## src/rtl/ctrl_unit.sv

```systemverilog
// ctrl_unit: fixed four-phase instruction sequencer (T0 FETCH_A, T1 FETCH_B,
// T2 FETCH_C, T3 EXEC) for the 14-bit-instruction / 11-bit-PC core.
// Every output is registered. The strobes belonging to T-state n are
// captured while state reads n, so they appear in the following cycle.
// Optional feature macro: CTRL_CALL_EN adds the CALL/RETURN/RETLW return stack.
module ctrl_unit #(
    parameter int IR_W      = 14,
    parameter int PC_W      = 11,
    parameter int STK_DEPTH = 8
) (
    input  logic            clk,
    input  logic            rst,
    input  logic            en,
    input  logic [IR_W-1:0] ir,
    input  logic [PC_W-1:0] pc,
    output logic            load_mar,
    output logic            load_pc,
    output logic            pc_sel,
    output logic [PC_W-1:0] pc_target,
    output logic            load_ir,
    output logic            load_w,
    output logic [2:0]      alu_op,
    output logic [7:0]      literal,
    output logic            illegal,
    output logic [1:0]      state
);

    typedef enum logic [1:0] {
        T0_FETCH_A = 2'd0,
        T1_FETCH_B = 2'd1,
        T2_FETCH_C = 2'd2,
        T3_EXEC    = 2'd3
    } state_t;

    state_t state_q, state_d;

    logic            load_mar_d, load_pc_d, pc_sel_d, load_ir_d, load_w_d, illegal_d;
    logic [PC_W-1:0] pc_target_d;
    logic [2:0]      alu_op_d;
    logic [7:0]      literal_d;
    logic [5:0]      opcode;

    assign opcode = ir[13:8];

`ifdef CTRL_CALL_EN
    localparam int SP_W = $clog2(STK_DEPTH);

    logic [PC_W-1:0] stack_mem [STK_DEPTH];
    logic [SP_W-1:0] sp_q;
    logic [SP_W-1:0] sp_dec;
    logic            push_d, pop_d;

    assign sp_dec = sp_q - SP_W'(1);

    // Stack pointer: wraps modulo STK_DEPTH, so overflow overwrites the oldest entry
    always_ff @(posedge clk) begin
        if (rst) begin
            sp_q <= '0;
        end else if (push_d) begin
            sp_q <= sp_q + SP_W'(1);
        end else if (pop_d) begin
            sp_q <= sp_dec;
        end
    end

    // Return-address storage, written with the current PC on CALL
    always_ff @(posedge clk) begin
        if (!rst && push_d) begin
            stack_mem[sp_q] <= pc;
        end
    end
`else
    logic unused_pc;
    assign unused_pc = ^pc;
`endif

    // State and output registers
    always_ff @(posedge clk) begin
        if (rst) begin
            state_q   <= T0_FETCH_A;
            load_mar  <= 1'b0;
            load_pc   <= 1'b0;
            pc_sel    <= 1'b0;
            pc_target <= '0;
            load_ir   <= 1'b0;
            load_w    <= 1'b0;
            alu_op    <= '0;
            literal   <= '0;
            illegal   <= 1'b0;
        end else begin
            state_q   <= state_d;
            load_mar  <= load_mar_d;
            load_pc   <= load_pc_d;
            pc_sel    <= pc_sel_d;
            pc_target <= pc_target_d;
            load_ir   <= load_ir_d;
            load_w    <= load_w_d;
            alu_op    <= alu_op_d;
            literal   <= literal_d;
            illegal   <= illegal_d;
        end
    end

    // Next state: fixed T0->T1->T2->T3->T0 ring, frozen while en=0
    always_comb begin
        state_d = state_q;
        if (en) begin
            unique case (state_q)
                T0_FETCH_A: state_d = T1_FETCH_B;
                T1_FETCH_B: state_d = T2_FETCH_C;
                T2_FETCH_C: state_d = T3_EXEC;
                T3_EXEC:    state_d = T0_FETCH_A;
                default:    state_d = T0_FETCH_A;
            endcase
        end
    end

    // Output decode: fetch strobes by phase, instruction decode in T3
    always_comb begin
        load_mar_d  = 1'b0;
        load_pc_d   = 1'b0;
        pc_sel_d    = 1'b0;
        pc_target_d = '0;
        load_ir_d   = 1'b0;
        load_w_d    = 1'b0;
        alu_op_d    = 3'd0;
        literal_d   = '0;
        illegal_d   = 1'b0;
`ifdef CTRL_CALL_EN
        push_d      = 1'b0;
        pop_d       = 1'b0;
`endif
        if (en) begin
            unique case (state_q)
                T0_FETCH_A: load_mar_d = 1'b1;
                T1_FETCH_B: load_pc_d  = 1'b1;
                T2_FETCH_C: load_ir_d  = 1'b1;
                T3_EXEC: begin
                    casez (opcode)
                        6'b11_00??: begin load_w_d = 1'b1; alu_op_d = 3'd0; end
                        6'b11_1000: begin load_w_d = 1'b1; alu_op_d = 3'd4; end
                        6'b11_1001: begin load_w_d = 1'b1; alu_op_d = 3'd3; end
                        6'b11_1010: begin load_w_d = 1'b1; alu_op_d = 3'd5; end
                        6'b11_110?: begin load_w_d = 1'b1; alu_op_d = 3'd2; end
                        6'b11_111?: begin load_w_d = 1'b1; alu_op_d = 3'd1; end
                        6'b10_1???: begin
                            load_pc_d   = 1'b1;
                            pc_sel_d    = 1'b1;
                            pc_target_d = ir[PC_W-1:0];
                        end
`ifdef CTRL_CALL_EN
                        6'b10_0???: begin
                            push_d      = 1'b1;
                            load_pc_d   = 1'b1;
                            pc_sel_d    = 1'b1;
                            pc_target_d = ir[PC_W-1:0];
                        end
                        6'b11_01??: begin
                            pop_d       = 1'b1;
                            load_pc_d   = 1'b1;
                            pc_sel_d    = 1'b1;
                            pc_target_d = stack_mem[sp_dec];
                            load_w_d    = 1'b1;
                            alu_op_d    = 3'd0;
                        end
`endif
                        6'b00_0000: begin
                            if (ir[7:0] == 8'h00 || ir[7:0] == 8'h20 ||
                                ir[7:0] == 8'h40 || ir[7:0] == 8'h60) begin
                                illegal_d = 1'b0;
`ifdef CTRL_CALL_EN
                            end else if (ir[7:0] == 8'h08) begin
                                pop_d       = 1'b1;
                                load_pc_d   = 1'b1;
                                pc_sel_d    = 1'b1;
                                pc_target_d = stack_mem[sp_dec];
`endif
                            end else begin
                                illegal_d = 1'b1;
                            end
                        end
                        default: illegal_d = 1'b1;
                    endcase
                    if (load_w_d) begin
                        literal_d = ir[7:0];
                    end
                end
                default: illegal_d = 1'b0;
            endcase
        end
    end

    assign state = state_q;

endmodule

```

## config.mk

```make
export PLATFORM = sky130hd
export DESIGN_NAME = ctrl_unit
export DESIGN_NICKNAME = d
export VERILOG_FILES = /design/src/rtl/ctrl_unit.sv
export SDC_FILE = /design/constraint.sdc
export NUM_CORES = 1
export LEC_CHECK = 0
export ABC_AREA = 1
export BUFFER_PORTS_ARGS = -buffer_cell sky130_fd_sc_hd__clkbuf_2
export CAP_MARGIN = 20
export CORE_ASPECT_RATIO = 2
export CORE_MARGIN = 2
export CORE_UTILIZATION = 38
export DETAILED_ROUTE_END_ITERATION = 6
export GPL_ROUTABILITY_DRIVEN = 0
export PLACE_DENSITY_LB_ADDON = 0.15
export SLEW_MARGIN = 15
export SYNTH_ARGS = -nofsm -noshare
export SYNTH_HDL_FRONTEND = slang
export SYNTH_SLANG_ARGS = --single-unit
```

## constraint.sdc

```tcl
create_clock -name clk -period 1.1 [get_ports clk]
set_clock_uncertainty 0.2 [all_clocks]
set_input_delay 0.11 -clock clk [delete_from_list [all_inputs] [get_ports clk]]
set_output_delay 0.11 -clock clk [all_outputs]
set_load 0.01 [all_outputs]
```

# [Word level (Yosys, flattened, before mapping)]
# Cells that the tools add are included.
[totals] reg_bits=30 output_inout_bits=30 word_cells=50
[op_classes] n_eq_ne=13 n_mux=11 n_bitwise=4 reduce_logical=12
[op_table] op="equality test 6 bit, second input constant" count=3
[op_table] op="equality test 8 x 7 -> 1 bit, second input constant" count=2
[op_table] op="one-hot mux 3 bit (5 select lines)" count=1
[op_table] op="equality test 5 bit, second input constant" count=2
[op_table] op="equality test 8 x 6 -> 1 bit, second input constant" count=1
[op_table] op="zero test 8 bit" count=1
[op_table] op="one-hot mux 2 bit (4 select lines)" count=1
[op_table] op="OR reduction 4 bit" count=2
[op_table] op="two-way mux 1 bit" count=7
[op_table] op="OR reduction 7 bit" count=1
[op_table] op="zero test 6 bit" count=1
[op_table] op="OR reduction 6 bit" count=1
[op_table] op="equality test 2 bit, second input constant" count=2
[op_table] op="equality test 4 bit, second input constant" count=1
[op_table] op="inverter 1 bit" count=4
[op_table] op="one-hot mux 1 bit (2 select lines)" count=2
[op_table] op="equality test 3 bit, second input constant" count=1
[op_table] op="logical OR 1 bit" count=3
[op_table] op="OR reduction 3 bit" count=1
[op_table] op="equality test 2 x 1 -> 1 bit, second input constant" count=1
[op_table] op="zero test 2 bit" count=1
[op_table] op="OR reduction 2 bit" count=1

# [Depth between registers and ports, before layout]
[depth] word_depth=7 depth_mapped=7

# [Least setup slack after synthesis]
# OpenSTA, ideal clock, no wires.
[synth_timing] path_kind="flip-flop to flip-flop" startpoint="register state_q[0], in the netlist state[0]" endpoint="register pc_target[0]" setup_time_ns=0.062 t_arrival_ns=1.057 required_ns=0.838 slack_ns=-0.219 path_stages_with_launch=7 n_path_buf=1 period_less_slack_ns=1.319 path_cell_list="dfxtp_1 -> ha_1 -> nand3_2 -> inv_2 -> nand2_4 -> buf_6 -> nor2_2"
[synth_via] elab_chain_cells=3
[synth_lines] element="from (decl)" line="35" text="state_t state_q, state_d;"
[synth_lines] element="from (signal assigned)" line="91" text="state_q <= state_d;"
[synth_lines] element="equality test 2 bit" line="134" text="unique case (state_q)"
[synth_lines] element="inverter 1 bit (no source line)"
[synth_lines] element="OR reduction 4 bit (no source line)"
[synth_lines] element="to (signal assigned)" line="95" text="pc_target <= pc_target_d;"
[synth_lines] element="to (decl)" line="19" text="output logic [PC_W-1:0] pc_target,"
# No other way between the ends.
# A chain may end at the register's enable or synchronous reset.

# [Worst setup path after layout]
[layout_timing] startpoint="register state_q[1], in the netlist state[1]" endpoint="register literal[0]"
[layout_via] elab_chain_cells=3
[layout_lines] element="equality test 2 bit" line="134"
[layout_lines] element="inverter 1 bit (no source line)"
[layout_lines] element="OR reduction 4 bit (no source line)"
[layout_lines] element="to (signal assigned)" line="99" text="literal <= literal_d;"
[layout_lines] element="to (decl)" line="23" text="output logic [7:0] literal,"
# No other way between the ends.

==> out/results.tsv <==
stage	metric	value	unit
route	wl_per_cell	10.3	um
yosys	avgSynthCellArea	8.53	sq um
timing	finalSetupViolCount	28	
floorplan	fp.dieW	41.2	um
floorplan	die_y	78.3	um
timing	tns	-2.07	ns
grt	antenna_found_initial	0	
floorplan	pin_count	58	
timing	holdWs	0.0188	ns
cells_and_area	multi_input_area	497	sq um
cells_and_area	nets	229	
grt	grt_max_degree	14	
cells_and_area	seqCellArea	608	sq um
cells_and_area	final_area	1760	sq um
yosys	synth_cell_type_count	17	
clock_tree	post_cts_buffers	0	
clock_tree	path_clk_slew	0.06	ns
pwr	p_per_area	1280	nW/um^2
setup_path	cp_max_fo	9	
yosys	synthTopCellsByArea	dfxtp_1 57%, nor2_1 9.7%, inv_1 7.2%	
yosys	synth_area	1050	sq um
placement	hpwl	1.61	mm
setup_path	worstPathRequired	1.11	ns
route	drt-initial-drc-count	5	
grt	grt_pass1_wl	3.72	mm
timing	max_freq	840	MHz
clock_tree	insertion_delay	0.27	ns
cells_and_area	drive_gt1_share	49.5	%
placement	dpl_cell_area	1400	sq um
grt	grt_overflow	0	
cells_and_area	areaGrowthSynthToFinish	67.3	%
timing	slew_violations	0	
placement	place_ws	-0.115	ns
timing	fin_crit	1.19	ns
floorplan	start_util	38.8	%
grt	first_global_vias	955	
timing	finalWorstSetupSlack	-0.0901	ns
floorplan	rows	27	
setup_path	end_kind	flop	
clock_tree	h-tree-depth	2	
route	drc_errors	0	
flow_run	cap_violations	0	
clock_tree	clock-root-buffer	clkbuf_8	
timing	hold_viol_final	0	
setup_path	critical_path.max_stage_delay	0.38	ns
route	wirelength	2.35	mm
setup_path	start_kind	flop	
setup_path	critPathArrivalTime	1.20	ns
timing	relSlewSlack	72.6	%
cells_and_area	nFillCells	226	
route	via_count	1002	
yosys	synth-seq-cells	30	
clock_tree	cts_tree	done	
cells_and_area	final_common_cell	clkbuf_2	
route	dr.pass1.iters	4	
route	via_per_inst	4.41	
yosys	synth_top_cell_area_share	57.2	%
setup_path	crit_chain	ha_4 > nand3_4 > inv_8 > nand2_8 > nor2_1	
clock_tree	cts.sinks	30	
placement	port_buffers	46	
yosys	synth-seq-area-share	57.2	%
cells_and_area	layout_common_cells	44 x clkbuf_2, 28 x dfxtp_1, 17 x inv_1, 17 x nand2_1, 16 x nor2_1	
setup_path	slowest_stage	dfxtp_4	
grt	grt_usage	16.4	%
floorplan	core-area	2700	sq um
clock_tree	numCtsBuffers	5	
yosys	yosysTopAreaCell	dfxtp_1	
yosys	synthesis.nets	155	
yosys	synthCells	123	
route	ant_nets	0	
hold_path	holdCritPathClass	in2reg	
timing	tightest_slew	0.411	ns
pwr	ir_worst_vdd	0.691	mV
clock_tree	clockBufferDepth	2	
timing	rsz0062_at_grt	yes	
pwr	leakagePower	0.882	nW
timing	finalCritPeriodShare	108	%
run_status	violations	negative setup slack	
run_status	status	finished with violations	
cells_and_area	antenna_cells	0	
yosys	yosys_warnings	0	
cells_and_area	utilization	65.0	%
floorplan	dieArea	3220	sq um
setup_path	path_class	reg2reg	
## cells by family (layout without fill, tap and decap cells)
group	after synthesis	in the layout	share of synthesized area, %
simple gates	61	62	26.6
flops	30	30	57.2
buf+inv	23	97	8.94
compound gates	5	5	2.50
fa+ha+maj	4	4	4.77
## layout make-up
| cell class | count | share of cell area [%] |
|---|---|---|
| clock buffer | 6 | 4.70 |
| sequential | 30 | 34.6 |
| tap | 29 | 2.07 |
| timing repair buffer | 67 | 24.5 |
| clock inverter | 2 | 0.712 |
| multi-input combinational | 71 | 28.3 |
| inverter | 22 | 5.13 |
## power by group
group	leakage [nW]	internal, mW	switching, mW
clock network	0.0472	0.501	0.389
logic	0.591	0.118	0.123
registers	0.244	1.10	0.0115
## timing repair
action | CTS | global route
gates resized for setup | 11 | 23
hold endpoints to repair | 21 | 0
setup endpoints to repair | 29 | 30
pin swaps | 5 | 2
hold buffers | 13 | 0
gates cloned | 0 | 1
## cells in the mapped netlist
cell,number
dfxtp_1,30
nor2_1,27
inv_1,20
nand2_1,17
nor2_2,8
ha_1,4
nand3_1,4
a21oi_1,3
inv_2,2
a31oi_1,1
buf_6,1
nand2_2,1
nand2_4,1
nand3_2,1
nor2_4,1
nor3_1,1
o21ai_0,1
## critical path, delay by kind of cell (launching register included)
family / cells / cell delay (ns)
flops: 1 / 0.38
fa+ha+maj: 1 / 0.14
buf+inv: 1 / 0.11
simple gates: 3 / 0.30
## state kept, by name, indices dropped and copies added (netlist names)
name,count
pc_target,11
literal,8
alu_op,3
state,2
illegal,1
load_ir,1
load_mar,1
load_pc,1
load_w,1
pc_sel,1
## final timing paths
path | endpoint | cells past startpoint | slack, ns | start
worst max-delay path | literal[0] | 5 | -0.09 | state[1]
worst min-delay path | state[0] | 3 | 0.02 | en
worst max register to register | literal[0] | 5 | -0.09 | state[1]
worst min register to register | load_ir | 3 | 0.48 | state[1]
## metrics by stage
| step | std cells | power (mW) |
|---|---|---|
| 6_report | 227 | 2.24 |
| 5_1_grt | 227 | 2.35 |
| 4_1_cts | 226 | 2.25 |
| 3_5_place_dp | 205 | 1.30 |
| 3_3_place_gp | 205 | 1.29 |
| 2_1_floorplan | 123 | 1.21 |
## routing by layer
layer / wire length, um / up-vias / global-route usage (%) / part of all wire (%)
met5: 0 / - / 0 / 0
met1: 795 / 451 / 15.3 / 34
met2: 1380 / 35 / 29.5 / 59
met4: 35 / 0 / 7.74 / 1.5
li1: - / 512 / - / -
met3: 137 / 4 / 4.24 / 5.8
No activity file was read; power rests on OpenSTA's default activity.
